File: src/rtl/fm_tx_pkg.sv
// fm_tx_pkg
// Shared encodings for the FM transmitter core.
//   chan_mode_e : audio source selection (left, right, mono mean, mute)
//   out_mode_e  : RF waveform shape (square or triangle)
//   LOCK_FRAMES : consecutive good stereo frames needed to declare lock
package fm_tx_pkg;

    typedef enum logic [1:0] {
        CH_LEFT  = 2'b00,
        CH_RIGHT = 2'b01,
        CH_MONO  = 2'b10,
        CH_MUTE  = 2'b11
    } chan_mode_e;

    typedef enum logic {
        OUT_SQUARE   = 1'b0,
        OUT_TRIANGLE = 1'b1
    } out_mode_e;

    localparam int LOCK_FRAMES = 2;

endpackage

File: src/rtl/fm_tx_core_if.sv
// fm_tx_core_if
// I2S serial bus: bit clock, data and word select (ws=0 left, ws=1 right).
//   master : the I2S source driving the bus
//   slave  : the receiver inside fm_tx_core
interface fm_tx_core_if;

    logic i2s_clk;
    logic i2s_din;
    logic i2s_ws;

    modport master (output i2s_clk, output i2s_din, output i2s_ws);
    modport slave  (input  i2s_clk, input  i2s_din, input  i2s_ws);

endinterface

File: src/rtl/fm_tx_core_i2s_os_rx.sv
// i2s_os_rx
// Oversampled I2S receiver running entirely in the clk domain.
//   clk, rst_n  : system clock, asynchronous active-low reset
//   i2s         : I2S bus (slave modport), asynchronous to clk
//   bit_edge    : one-clk pulse per detected i2s_clk rising edge
//   word_vld    : one-clk pulse, a full-length word has ended
//   word_short  : one-clk pulse, a word ended with fewer than DW bits
//   word_is_r   : channel of the ended word (0 left, 1 right)
//   word_top    : top A bits of the ended word
module i2s_os_rx
    import fm_tx_pkg::*;
#(
    parameter int A  = 8,
    parameter int DW = 16
) (
    input  logic         clk,
    input  logic         rst_n,
    fm_tx_core_if.slave  i2s,
    output logic         bit_edge,
    output logic         word_vld,
    output logic         word_short,
    output logic         word_is_r,
    output logic [A-1:0] word_top
);

    // [1:0] form the synchroniser, [2] is the history bit for edge detection.
    logic [2:0]    clk_sync;
    logic [1:0]    din_sync;
    logic [1:0]    ws_sync;

    // Holds the DW-1 bits preceding the current edge; the word is completed
    // by the bit sampled on the edge that ends it.
    logic [DW-2:0] shift_reg;
    logic [DW-1:0] shift_nxt;
    logic [5:0]    bit_cnt;
    logic [6:0]    word_bits;
    logic          ws_prev;
    logic          armed;
    logic          ws_chg;
    logic          too_short;

    always_ff @(posedge clk or negedge rst_n) begin
        if (!rst_n) begin
            clk_sync <= '0;
            din_sync <= '0;
            ws_sync  <= '0;
        end else begin
            clk_sync <= {clk_sync[1:0], i2s.i2s_clk};
            din_sync <= {din_sync[0], i2s.i2s_din};
            ws_sync  <= {ws_sync[0], i2s.i2s_ws};
        end
    end

    assign bit_edge  = clk_sync[1] & ~clk_sync[2];
    assign shift_nxt = {shift_reg, din_sync[1]};
    assign ws_chg    = bit_edge && (ws_sync[1] != ws_prev);
    assign word_bits = {1'b0, bit_cnt} + 7'd1;
    assign too_short = (word_bits < 7'(DW));

    // The first ws transition after reset only arms the receiver, so a word
    // already in flight at reset release is never reported.
    always_ff @(posedge clk or negedge rst_n) begin
        if (!rst_n) begin
            shift_reg  <= '0;
            bit_cnt    <= '0;
            ws_prev    <= 1'b0;
            armed      <= 1'b0;
            word_vld   <= 1'b0;
            word_short <= 1'b0;
            word_is_r  <= 1'b0;
            word_top   <= '0;
        end else begin
            word_vld   <= 1'b0;
            word_short <= 1'b0;
            if (bit_edge) begin
                shift_reg <= shift_nxt[DW-2:0];
                ws_prev   <= ws_sync[1];
                if (ws_chg) begin
                    bit_cnt <= '0;
                    armed   <= 1'b1;
                    if (armed) begin
                        word_vld   <= !too_short;
                        word_short <= too_short;
                        word_is_r  <= ws_prev;
                        word_top   <= shift_nxt[DW-1 -: A];
                    end
                end else if (bit_cnt != 6'd63) begin
                    bit_cnt <= bit_cnt + 6'd1;
                end
            end
        end
    end

endmodule

File: src/rtl/fm_tx_core.sv
// fm_tx_core
// I2S-fed FM modulator: audio from an I2S stream deviates a phase
// accumulator (NCO) whose phase drives a square or triangle DAC output.
//   clk, rst_n  : modulator clock, asynchronous active-low reset
//   i2s         : I2S bus (slave modport)
//   chan_mode   : 00 left, 01 right, 10 mono mean, 11 mute
//   out_mode    : 0 square, 1 triangle
//   carrier_inc : unsigned carrier phase increment per clk
//   dev_shift   : deviation left-shift applied to the audio sample
//   dac_mask    : AND mask on the DAC output
//   dac         : registered RF output
//   frame_valid : one-clk pulse per captured stereo frame
//   locked      : I2S stream healthy
module fm_tx_core
    import fm_tx_pkg::*;
#(
    parameter int A   = 8,
    parameter int DW  = 16,
    parameter int D   = 8,
    parameter int PW  = 24,
    parameter int TMO = 1024
) (
    input  logic          clk,
    input  logic          rst_n,
    fm_tx_core_if.slave   i2s,
    input  logic [1:0]    chan_mode,
    input  logic          out_mode,
    input  logic [PW-1:0] carrier_inc,
    input  logic [3:0]    dev_shift,
    input  logic [D-1:0]  dac_mask,
    output logic [D-1:0]  dac,
    output logic          frame_valid,
    output logic          locked
);

    localparam int TW = $clog2(TMO + 1);

    logic                 bit_edge, word_vld, word_short, word_is_r;
    logic [A-1:0]         word_top;
    // Only the top A bits of each word ever reach the modulator.
    logic signed [A-1:0]  l_word, r_word, audio_p0;
    logic                 l_seen, store_l, store_r;
    logic [1:0]           good_cnt, good_nxt;
    logic                 lock_nxt;
    logic [TW-1:0]        tmo_cnt;
    logic                 tmo_hit;
    logic [PW-1:0]        phase_p0;
    logic signed [PW-1:0] aud_ext, dev_term;
    logic [D-1:0]         tri_p0, sq_p0, dac_p1;

    function automatic logic signed [A-1:0] mean_trunc(input logic signed [A-1:0] a,
                                                       input logic signed [A-1:0] b);
        logic signed [A:0] sum;
        sum = {a[A-1], a} + {b[A-1], b};
        return sum[A:1];
    endfunction

    function automatic logic signed [A-1:0] pick_audio(input logic [1:0]          mode,
                                                       input logic signed [A-1:0] l,
                                                       input logic signed [A-1:0] r);
        logic signed [A-1:0] res;
        case (chan_mode_e'(mode))
            CH_LEFT:  res = l;
            CH_RIGHT: res = r;
            CH_MONO:  res = mean_trunc(l, r);
            default:  res = '0;
        endcase
        return res;
    endfunction

    i2s_os_rx #(.A(A), .DW(DW)) u_rx (
        .clk        (clk),
        .rst_n      (rst_n),
        .i2s        (i2s),
        .bit_edge   (bit_edge),
        .word_vld   (word_vld),
        .word_short (word_short),
        .word_is_r  (word_is_r),
        .word_top   (word_top)
    );

    assign store_l = word_vld && !word_is_r;
    assign store_r = word_vld &&  word_is_r;
    assign tmo_hit = (tmo_cnt == TW'(TMO));

    // Good frames are counted since the last fault and saturate once locked.
    always_comb begin
        lock_nxt = locked;
        good_nxt = good_cnt;
        if (word_short || tmo_hit) begin
            lock_nxt = 1'b0;
            good_nxt = '0;
        end else if (frame_valid && (good_cnt != 2'(LOCK_FRAMES))) begin
            good_nxt = good_cnt + 2'd1;
            if (good_nxt == 2'(LOCK_FRAMES)) begin
                lock_nxt = 1'b1;
            end
        end
    end

    // ---- stage p0: frame assembly, lock tracking, audio sample ----
    always_ff @(posedge clk or negedge rst_n) begin
        if (!rst_n) begin
            tmo_cnt     <= '0;
            l_word      <= '0;
            r_word      <= '0;
            l_seen      <= 1'b0;
            frame_valid <= 1'b0;
            good_cnt    <= '0;
            locked      <= 1'b0;
            audio_p0    <= '0;
        end else begin
            if (bit_edge) begin
                tmo_cnt <= '0;
            end else if (!tmo_hit) begin
                tmo_cnt <= tmo_cnt + TW'(1);
            end
            if (store_l) l_word <= word_top;
            if (store_r) r_word <= word_top;
            if (store_l) begin
                l_seen <= 1'b1;
            end else if (store_r || word_short) begin
                l_seen <= 1'b0;
            end
            frame_valid <= store_r && l_seen;
            good_cnt    <= good_nxt;
            locked      <= lock_nxt;
            // An unlocked stream leaves the carrier unmodulated; chan_mode is
            // only looked at on a frame boundary.
            if (!lock_nxt) begin
                audio_p0 <= '0;
            end else if (frame_valid) begin
                audio_p0 <= pick_audio(chan_mode, l_word, r_word);
            end
        end
    end

    assign aud_ext  = {{(PW-A){audio_p0[A-1]}}, audio_p0};
    assign dev_term = aud_ext <<< dev_shift;

    // ---- stage p0: phase accumulator ----
    always_ff @(posedge clk or negedge rst_n) begin
        if (!rst_n) begin
            phase_p0 <= '0;
        end else begin
            phase_p0 <= phase_p0 + carrier_inc + dev_term;
        end
    end

    assign sq_p0  = {D{phase_p0[PW-1]}};
    assign tri_p0 = phase_p0[PW-2 -: D] ^ {D{phase_p0[PW-1]}};

    // ---- stage p1: waveform shaping and output mask ----
    always_ff @(posedge clk or negedge rst_n) begin
        if (!rst_n) begin
            dac_p1 <= '0;
        end else begin
            dac_p1 <= ((out_mode_e'(out_mode) == OUT_TRIANGLE) ? tri_p0 : sq_p0) & dac_mask;
        end
    end

    assign dac = dac_p1;

endmodule

File: src/flat_wrapper.sv
// flat-port wrapper written by rule: the top's interface ports become plain ports
module fm_tx_core_flat import fm_tx_pkg::*;
#(
    parameter int A   = 8,
    parameter int DW  = 16,
    parameter int D   = 8,
    parameter int PW  = 24,
    parameter int TMO = 1024
)
  (clk, rst_n, chan_mode, out_mode, carrier_inc, dev_shift, dac_mask, dac, frame_valid, locked, i2s_i2s_clk, i2s_i2s_din, i2s_i2s_ws);
  fm_tx_core_if i2s_i ();
  input  logic clk;
  input  logic rst_n;
  input  logic [1:0] chan_mode;
  input  logic out_mode;
  input  logic [PW-1:0] carrier_inc;
  input  logic [3:0] dev_shift;
  input  logic [D-1:0] dac_mask;
  output logic [D-1:0] dac;
  output logic frame_valid;
  output logic locked;
  input wire logic [$bits(i2s_i.i2s_clk)-1:0] i2s_i2s_clk;
  input wire logic [$bits(i2s_i.i2s_din)-1:0] i2s_i2s_din;
  input wire logic [$bits(i2s_i.i2s_ws)-1:0] i2s_i2s_ws;
  assign i2s_i.i2s_clk = i2s_i2s_clk;
  assign i2s_i.i2s_din = i2s_i2s_din;
  assign i2s_i.i2s_ws = i2s_i2s_ws;
  fm_tx_core #(.A(A), .DW(DW), .D(D), .PW(PW), .TMO(TMO)) u_core (.clk(clk), .rst_n(rst_n), .i2s(i2s_i), .chan_mode(chan_mode), .out_mode(out_mode), .carrier_inc(carrier_inc), .dev_shift(dev_shift), .dac_mask(dac_mask), .dac(dac), .frame_valid(frame_valid), .locked(locked));
endmodule
File: config.mk
export PLATFORM = sky130hd
export DESIGN_NAME = fm_tx_core_flat
export DESIGN_NICKNAME = d
export VERILOG_FILES = /design/src/rtl/fm_tx_pkg.sv /design/src/rtl/fm_tx_core_if.sv /design/src/rtl/fm_tx_core_i2s_os_rx.sv /design/src/rtl/fm_tx_core.sv /design/src/flat_wrapper.sv
export SDC_FILE = /design/constraint.sdc
export NUM_CORES = 1
export LEC_CHECK = 0
export CAP_MARGIN = 5
export CORE_MARGIN = 2
export CORE_UTILIZATION = 64
export DETAILED_ROUTE_END_ITERATION = 10
export PLACE_DENSITY = 0.87
export SLEW_MARGIN = 20
export SYNTH_ARGS = -nofsm -noshare
export SYNTH_HDL_FRONTEND = slang
export SYNTH_SLANG_ARGS = --single-unit
File: constraint.sdc
create_clock -name clk -period 7.1 [get_ports clk]
set_input_delay 2.13 -clock clk [delete_from_list [all_inputs] [get_ports clk]]
set_output_delay 2.13 -clock clk [all_outputs]
set_load 0.05 [all_outputs]
==> results of run 1 <==
==> critical path: cells and delay by family <==
kind,cells,cell delay [ns]
AOI/OAI and AO/OA,5,1.55
adders and majority gates,3,1.13
buffers and inverters,1,0.81
muxes,1,0.13
and+or+nand+nor,3,0.64
==> layout make-up <==
type / instances / area [sq um] / share of cell area
multi-input combinational: 490 / 3720 / 0.466
sequential: 113 / 2830 / 0.354
timing repair buffer: 58 / 566 / 0.0708
clock buffer: 19 / 442 / 0.0553
tap: 136 / 170 / 0.0213
inverter: 36 / 135 / 0.0169
clock inverter: 13 / 128 / 0.0160
==> metal layers <==
layer	vias to the layer above	GRT usage
li1	2399	-
met1	2517	0.308
met2	153	0.508
met3	50	0.0523
met4	0	0.136
met5	-	0
==> how the worst min path moves through the flow <==
stage                                            from                                end  cells after the start
floorplan           u_core.u_rx.clk_sync[0]$_DFF_PN0_  u_core.u_rx.clk_sync[1]$_DFF_PN0_                      0
global placement    u_core.u_rx.din_sync[0]$_DFF_PN0_  u_core.u_rx.din_sync[1]$_DFF_PN0_                      0
detailed placement  u_core.u_rx.din_sync[0]$_DFF_PN0_  u_core.u_rx.din_sync[1]$_DFF_PN0_                      0
CTS                 u_core.u_rx.clk_sync[0]$_DFF_PN0_  u_core.u_rx.clk_sync[1]$_DFF_PN0_                      0
global route        u_core.u_rx.clk_sync[0]$_DFF_PN0_  u_core.u_rx.clk_sync[1]$_DFF_PN0_                      0
finish              u_core.u_rx.clk_sync[0]$_DFF_PN0_  u_core.u_rx.clk_sync[1]$_DFF_PN0_                      0
==> power breakdown <==
group	switching, W	leakage [nW]	internal, W
Sequential	0.000106	1.47	0.000798
Clock	0.000325	0.278	0.000489
Combinational	0.000674	2.07	0.000539
Total	0.00110	3.82	0.00183
==> kinds of logic (layout without fill, tap and decap cells) <==
family          after synthesis  count (layout)  share of synthesized area
simple gates                203             203                      0.144
compound gates              130             130                      0.127
flops                       113             113                      0.418
fa+ha+maj                    59              59                      0.137
buf+inv                      58             126                     0.0334
mux                          50              50                     0.0789
xor+xnor                     48              48                     0.0621
==> synthesized netlist by cell type (2+ instances only) <==
cell / instances / share of area
o221ai_1: 3 / 0.0039
xor2_1: 16 / 0.021
mux2_2: 27 / 0.045
o22ai_1: 3 / 0.0028
or2_2: 3 / 0.0028
nand2_1: 93 / 0.052
and3_1: 9 / 0.0083
inv_1: 35 / 0.019
o31ai_1: 2 / 0.0022
a21oi_1: 42 / 0.031
a31o_2: 4 / 0.0052
ha_1: 34 / 0.063
or4b_4: 2 / 0.0041
a2111oi_0: 2 / 0.0026
o21ai_0: 23 / 0.017
clkbuf_1: 19 / 0.011
a221oi_1: 4 / 0.0052
dfrtp_1: 113 / 0.42
and2_1: 12 / 0.011
fa_1: 25 / 0.074
nand2b_1: 5 / 0.0046
a22oi_1: 2 / 0.0022
xnor2_1: 32 / 0.041
a22o_2: 4 / 0.0059
nor2_1: 39 / 0.022
nor2b_1: 6 / 0.0055
nand3_1: 13 / 0.0096
mux2i_1: 23 / 0.034
nor3_1: 5 / 0.0037
or3_1: 4 / 0.0037
a211oi_1: 6 / 0.0067
o21bai_1: 3 / 0.0033
o211ai_1: 2 / 0.0022
o311ai_0: 2 / 0.0026
nand4_1: 2 / 0.0018
o21a_1: 2 / 0.0022
a21o_1: 14 / 0.016
a31oi_1: 5 / 0.0046
==> through the flow <==
step / cell area [sq um] / cells / setup WS, ns / utilization / hold slack (ns)
final: 7990 / 865 / 1.06 / 0.777 / 0.352
after global routing: 7990 / 865 / 0.799 / 0.777 / 0.356
after CTS: 7990 / 865 / 1.10 / 0.777 / 0.357
after detailed placement: 7420 / 833 / 0.557 / 0.722 / 0.336
after global placement: 7420 / 833 / 0.755 / 0.722 / 0.333
after floorplan: 6770 / 661 / 1.59 / - / 0.331
==> results.md, run 1 <==
- Outcome: completed
- Crit. End Element: flop
- Period utilization: 0.850
- Final ANT Viol Nets: 0
- Req. time, crit path: 7.48 ns
- Residual DRC: 0
- Commonest cells after routing, fill and taps aside: 113 x dfrtp_1, 93 x nand2_1, 52 x clkdlybuf4s50_1, 42 x a21oi_1, 39 x nor2_1
- Clock sinks: 113
- Min cycle time layout: 6.04 ns
- Post-cts hold buffer count: 0
- Clock latency on the worst-skew pair: 0.51 ns
- Post-Syn Area: 6770 sq um
- Pwr Density: 367 nW/um^2
- Filler cells: 656
- Syn_nets: 764
- Max Clock Freq: 0.166 GHz
- Initial antenna violation count: 0
- RSZ-0062 raised after global routing: false
- Standard-cell rows: 37
- Synth Flop Type: dfrtp_1
- Total power: 0.00293 W
- Worst-Margin Slew: 0.836 ns
- Die area: 11400 sq um
- WL met1: 5610 microns
- Worst r2r src: u_core.audio_p0[1]$_DFFE_PN0P_
- Setup tns final: 0 ns
- Final global-route overflow total: 0
- Distinct cells, synth: 59
- Avg WL per Cell: 16.7 microns
- Critical-path top delay cell: clkdlybuf4s50_1
- Reg-to-Reg End: u_core.phase_p0[23]$_DFF_PN0_
- Finish-stage setup viols: 0
- Post-synth EDFFs: 0
- FF+latch count, synth: 113
- Area Overhead vs Synth: 17.9%
- Slew Viols, Final: 0
- CTS clk-pin slew, worst paths: 0.06 ns
- Arr. time, crit path: 6.42 ns
- H-tree Lvls: 4
- Synthesis Warnings: 0
- Via Count: 5119
- Largest register FFs: 24
- Crit Path Category: in -> reg
- Final Hold Fails: 0
- Post-CTS setup buffers: 0
- Clock Skew: 0.00716 ns
- Ratio of cells with drive above 1 in the final layout: 0.114
- Vias in the first global route: 5405
- CP startpoint kind: primary input
- Max layer used: met4
- Lkg Pwr: 3.82 nW
- R2R Setup Slk: 3.17 ns
- Ports: 54
- Routed wl met2: 7820 microns
- Core Area: 10300 sq um
- Met3 WL post-DR: 560 microns
- First-pass iteration count of the detailed router: 4
- Gate count of the mapped netlist: 661
- Vias per inst: 5.92
- Clock buffer depth: 2
- Die X: 107 microns
- Initial core utilization: 0.659
- First-pass GRT wire length: 24700 microns
- CP Max Fanout: 15
- Fraction of registers with async set/reset: 1.00
- Reg2reg path depth: 12
- Net count, final: 819
- Maximum Capacitance Violations: 0
- CTS resizes: 0
- Largest net degree at the start of global routing: 68
- Syn_area_per_cell: 10.2 sq um
- Rel. slew slack: 0.442
- Maximum vdd drop: 0.249 mV
- Cell Chain, Critical Path: clkdlybuf4s50_1 -> mux2i_1 -> or2_2 -> nor3_1 -> fa_1 -> ha_1 -> fa_1 -> a21oi_1 -> nor3_1 -> o31ai_1 -> o22ai_1 -> a2111oi_0 -> a211oi_1
- Total length of routed wires: 14500 microns
- Crit-path max cell delay: 0.81 ns
- CTS tree: done
- Routability Congestion: 0.962
- Worst setup path start: dev_shift[0]
- Port Buffers: 53
- Commonest non-fill, non-tap cell in the layout: dfrtp_1
- Post-synthesis sequential area ratio: 0.418
- CTS Buf Count: 17
- Gr usage total: 0.277
- Die Span Y: 107 microns
- First DRT Iteration DRCs: 230
- CTS Root Cell: clkbuf_8
- Crit path to: u_core.phase_p0[23]$_DFF_PN0_
- Dpl hpwl: 10600 microns
- Ant diodes: 0
- Hold Crit Class: reg -> reg
(Power assumes the default switching activity.)
==> run 2, diff against run 1 <==
- CORE_MARGIN: 2 -> 4
==> run 2 against run 1 <==
Clock skew about the same. Worst hold slack got worse by 0.0052 ns. Register-to-register slack about the same. Die area increased by 7.6%. Sequential cell count unchanged. Power decreased by 0.39%. Core utilization decreased by 0.31 points. Critical endpoint unchanged. Largest cell class unchanged. Largest power group unchanged. Highest routed layer unchanged.
==> results.md, run 2 (synthesis gave the netlist of run 1 again) <==
- Ant diodes: 0 (unchanged)
- Standard-cell rows: 37 (unchanged)
- Commonest non-fill, non-tap cell in the layout: dfrtp_1 (unchanged)
- Min cycle time layout: 5.99 ns (was 6.04 ns)
- Die Span Y: 111 microns (was 107 microns)
- Lkg Pwr: 3.81 nW (was 3.82 nW)
- Largest net degree at the start of global routing: 74 (was 68)
- First-pass GRT wire length: 24400 microns (was 24700 microns)
- CTS Buf Count: 17 (unchanged)
- Cell Chain, Critical Path: clkdlybuf4s50_1 -> mux2i_1 -> or2_2 -> nor2_1 -> a21oi_1 -> or2_2 -> fa_1 -> inv_1 -> ha_1 -> a21oi_1 -> nor3_1 -> o31ai_1 -> o22ai_1 -> a2111oi_0 -> a211oi_1 (was clkdlybuf4s50_1 -> mux2i_1 -> or2_2 -> nor3_1 -> fa_1 -> ha_1 -> fa_1 -> a21oi_1 -> nor3_1 -> o31ai_1 -> o22ai_1 -> a2111oi_0 -> a211oi_1)
- Critical-path top delay cell: clkdlybuf4s50_1 (unchanged)
- Post-cts hold buffer count: 0 (unchanged)
- Maximum Capacitance Violations: 0 (unchanged)
- CTS resizes: 0 (unchanged)
- Routability Congestion: 0.947 (was 0.962)
- Maximum vdd drop: 0.227 mV (was 0.249 mV)
- Final Hold Fails: 0 (unchanged)
- H-tree Lvls: 4 (unchanged)
- NetSw: 0.00108 W (was 0.00110 W)
- Area Overhead vs Synth: 18.0% (was 17.9%)
- Period utilization: 0.844 (was 0.850)
- Ratio of cells with drive above 1 in the final layout: 0.114 (unchanged)
- Final instance area: 7990 sq um (about the same)
- Clock buffer depth: 2 (unchanged)
- Largest register FFs: 24 (unchanged)
- Setup tns final: 0 ns (unchanged)
- Rel. slew slack: 0.386 (was 0.442)
- Gr usage total: 0.247 (was 0.277)
- Port Buffers: 53 (unchanged)
- Combinational share of power: 0.410 (was 0.414)
- Worst-Margin Slew: 0.919 ns (was 0.836 ns)
- CP Max Fanout: 15 (unchanged)
- Post-CTS setup buffers: 0 (unchanged)
- Switching Fraction: 0.371 (was 0.377)
- Initial core utilization: 0.656 (was 0.659)
- Die X: 111 microns (was 107 microns)
- DP Area: 7420 sq um (unchanged)
- Via Count: 4988 (was 5119)
- Vias per inst: 5.77 (was 5.92)
- First-pass iteration count of the detailed router: 5 (was 4)
- Clock Skew: 0.00724 ns (was 0.00716 ns)
- First DRT Iteration DRCs: 337 (was 230)
- Core Area: 10300 sq um (about the same)
- Req. time, crit path: 7.49 ns (was 7.48 ns)
- Final global-route overflow total: 0 (unchanged)
- Crit-path max cell delay: 0.84 ns (was 0.81 ns)
- Net count, final: 819 (unchanged)
- Arr. time, crit path: 6.39 ns (was 6.42 ns)
- Critical path buffers and inverters: 2 (was 1)
- Hold Crit Class: reg -> reg (unchanged)
- Outcome: completed (unchanged)
- Initial antenna violation count: 0 (unchanged)
- Pwr Density: 365 nW/um^2 (was 367 nW/um^2)
- Finish-stage setup viols: 0 (unchanged)
- Place WS: 0.654 ns (was 0.557 ns)
- Residual DRC: 0 (unchanged)
- Setup WS post-layout: 1.11 ns (was 1.06 ns)
- Crit Path Category: in -> reg (unchanged)
- Crit-path leading delay family: compound AO/OA/AOI/OAI gates (unchanged)
- WHS: 0.347 ns (was 0.352 ns)
- Flop pwr share: 0.309 (was 0.308)
- Dpl hpwl: 10000 microns (was 10600 microns)
- Slew Viols, Final: 0 (unchanged)
- Clock sinks: 113 (unchanged)
- CTS tree: done (unchanged)
- Commonest cells after routing, fill and taps aside: 113 x dfrtp_1, 93 x nand2_1, 52 x clkdlybuf4s50_1, 42 x a21oi_1, 39 x nor2_1 (unchanged)
- Total length of routed wires: 14200 microns (was 14500 microns)
- Final Core Density: 0.774 (was 0.777)
- CP startpoint kind: primary input (unchanged)
- Max Clock Freq: 0.167 GHz (was 0.166 GHz)
- Ports: 54 (unchanged)
- Vias in the first global route: 5158 (was 5405)
- Crit. End Element: flop (unchanged)
- CTS clk-pin slew, worst paths: 0.06 ns (about the same)
- Clock power share: 0.281 (was 0.278)
- Internal: 0.00184 W (was 0.00183 W)
- RSZ-0062 raised after global routing: false (unchanged)
- Die area: 12300 sq um (was 11400 sq um)
- Avg WL per Cell: 16.4 microns (was 16.7 microns)
- Clock latency on the worst-skew pair: 0.53 ns (was 0.51 ns)
- Final ANT Viol Nets: 0 (unchanged)
- CTS Root Cell: clkbuf_8 (unchanged)
==> run 2: final timing paths <==
path,slack (ns),startpoint,endpoint,cells after the start
max,1.11,dev_shift[0],u_core.phase_p0[23]$_DFF_PN0_,15
min,0.35,u_core.u_rx.clk_sync[0]$_DFF_PN0_,u_core.u_rx.clk_sync[1]$_DFF_PN0_,0
max reg2reg,3.18,u_core.audio_p0[7]$_DFFE_PN0P_,u_core.phase_p0[23]$_DFF_PN0_,12
min reg2reg,0.35,u_core.u_rx.clk_sync[0]$_DFF_PN0_,u_core.u_rx.clk_sync[1]$_DFF_PN0_,0
max in group asynchronous,4.26,rst_n,u_core.u_rx.din_sync[1]$_DFF_PN0_,2
min in group asynchronous,1.58,rst_n,u_core.phase_p0[7]$_DFF_PN0_,1
==> run 2: worst reg2reg max path, stage by stage (launching register included) <==
cell       delay (ns)
dfrtp_1          0.56
nor2_1           0.11
o31ai_1          0.41
mux2i_1          0.18
nor2_1           0.16
fa_1             0.45
ha_1             0.23
a21o_1           0.20
a31o_2           0.22
o31ai_1          0.47
o22ai_1          0.24
a2111oi_0        0.46
a211oi_1         0.11
==> run 2: final cells by class <==
| type | instances | area [sq um] |
|---|---|---|
| clock inverter | 15 | 159 |
| multi-input combinational | 490 | 3720 |
| timing repair buffer | 58 | 566 |
| fill | 669 | 2330 |
| inverter | 36 | 135 |
| sequential | 113 | 2830 |
| tap | 136 | 170 |
| clock buffer | 17 | 414 |
==> run 2: routing by layer <==
metal / vias up / wire [microns] / track usage
li1: 2411 / - / -
met1: 2406 / 5850 / 0.291
met2: 137 / 7410 / 0.435
met3: 34 / 636 / 0.0639
met4: 0 / 306 / 0.0895
met5: - / 0 / 0
==> run 2: power by group through the flow <==
stage / Combinational (W) / Sequential, W / Clock, W
floorplan: 0.000861 / 0.000942 / 0
global placement: 0.00114 / 0.000904 / 0
detailed placement: 0.00118 / 0.000911 / 0
CTS: 0.00119 / 0.000903 / 0.000835
global route: 0.00133 / 0.000923 / 0.000867
finish: 0.00120 / 0.000901 / 0.000821
==> run 2: through the flow <==
step | instances | total power (W)
global route | 865 | 0.00313
CTS | 865 | 0.00293
finish | 865 | 0.00292
global placement | 833 | 0.00204
detailed placement | 833 | 0.00209
floorplan | 661 | 0.00180
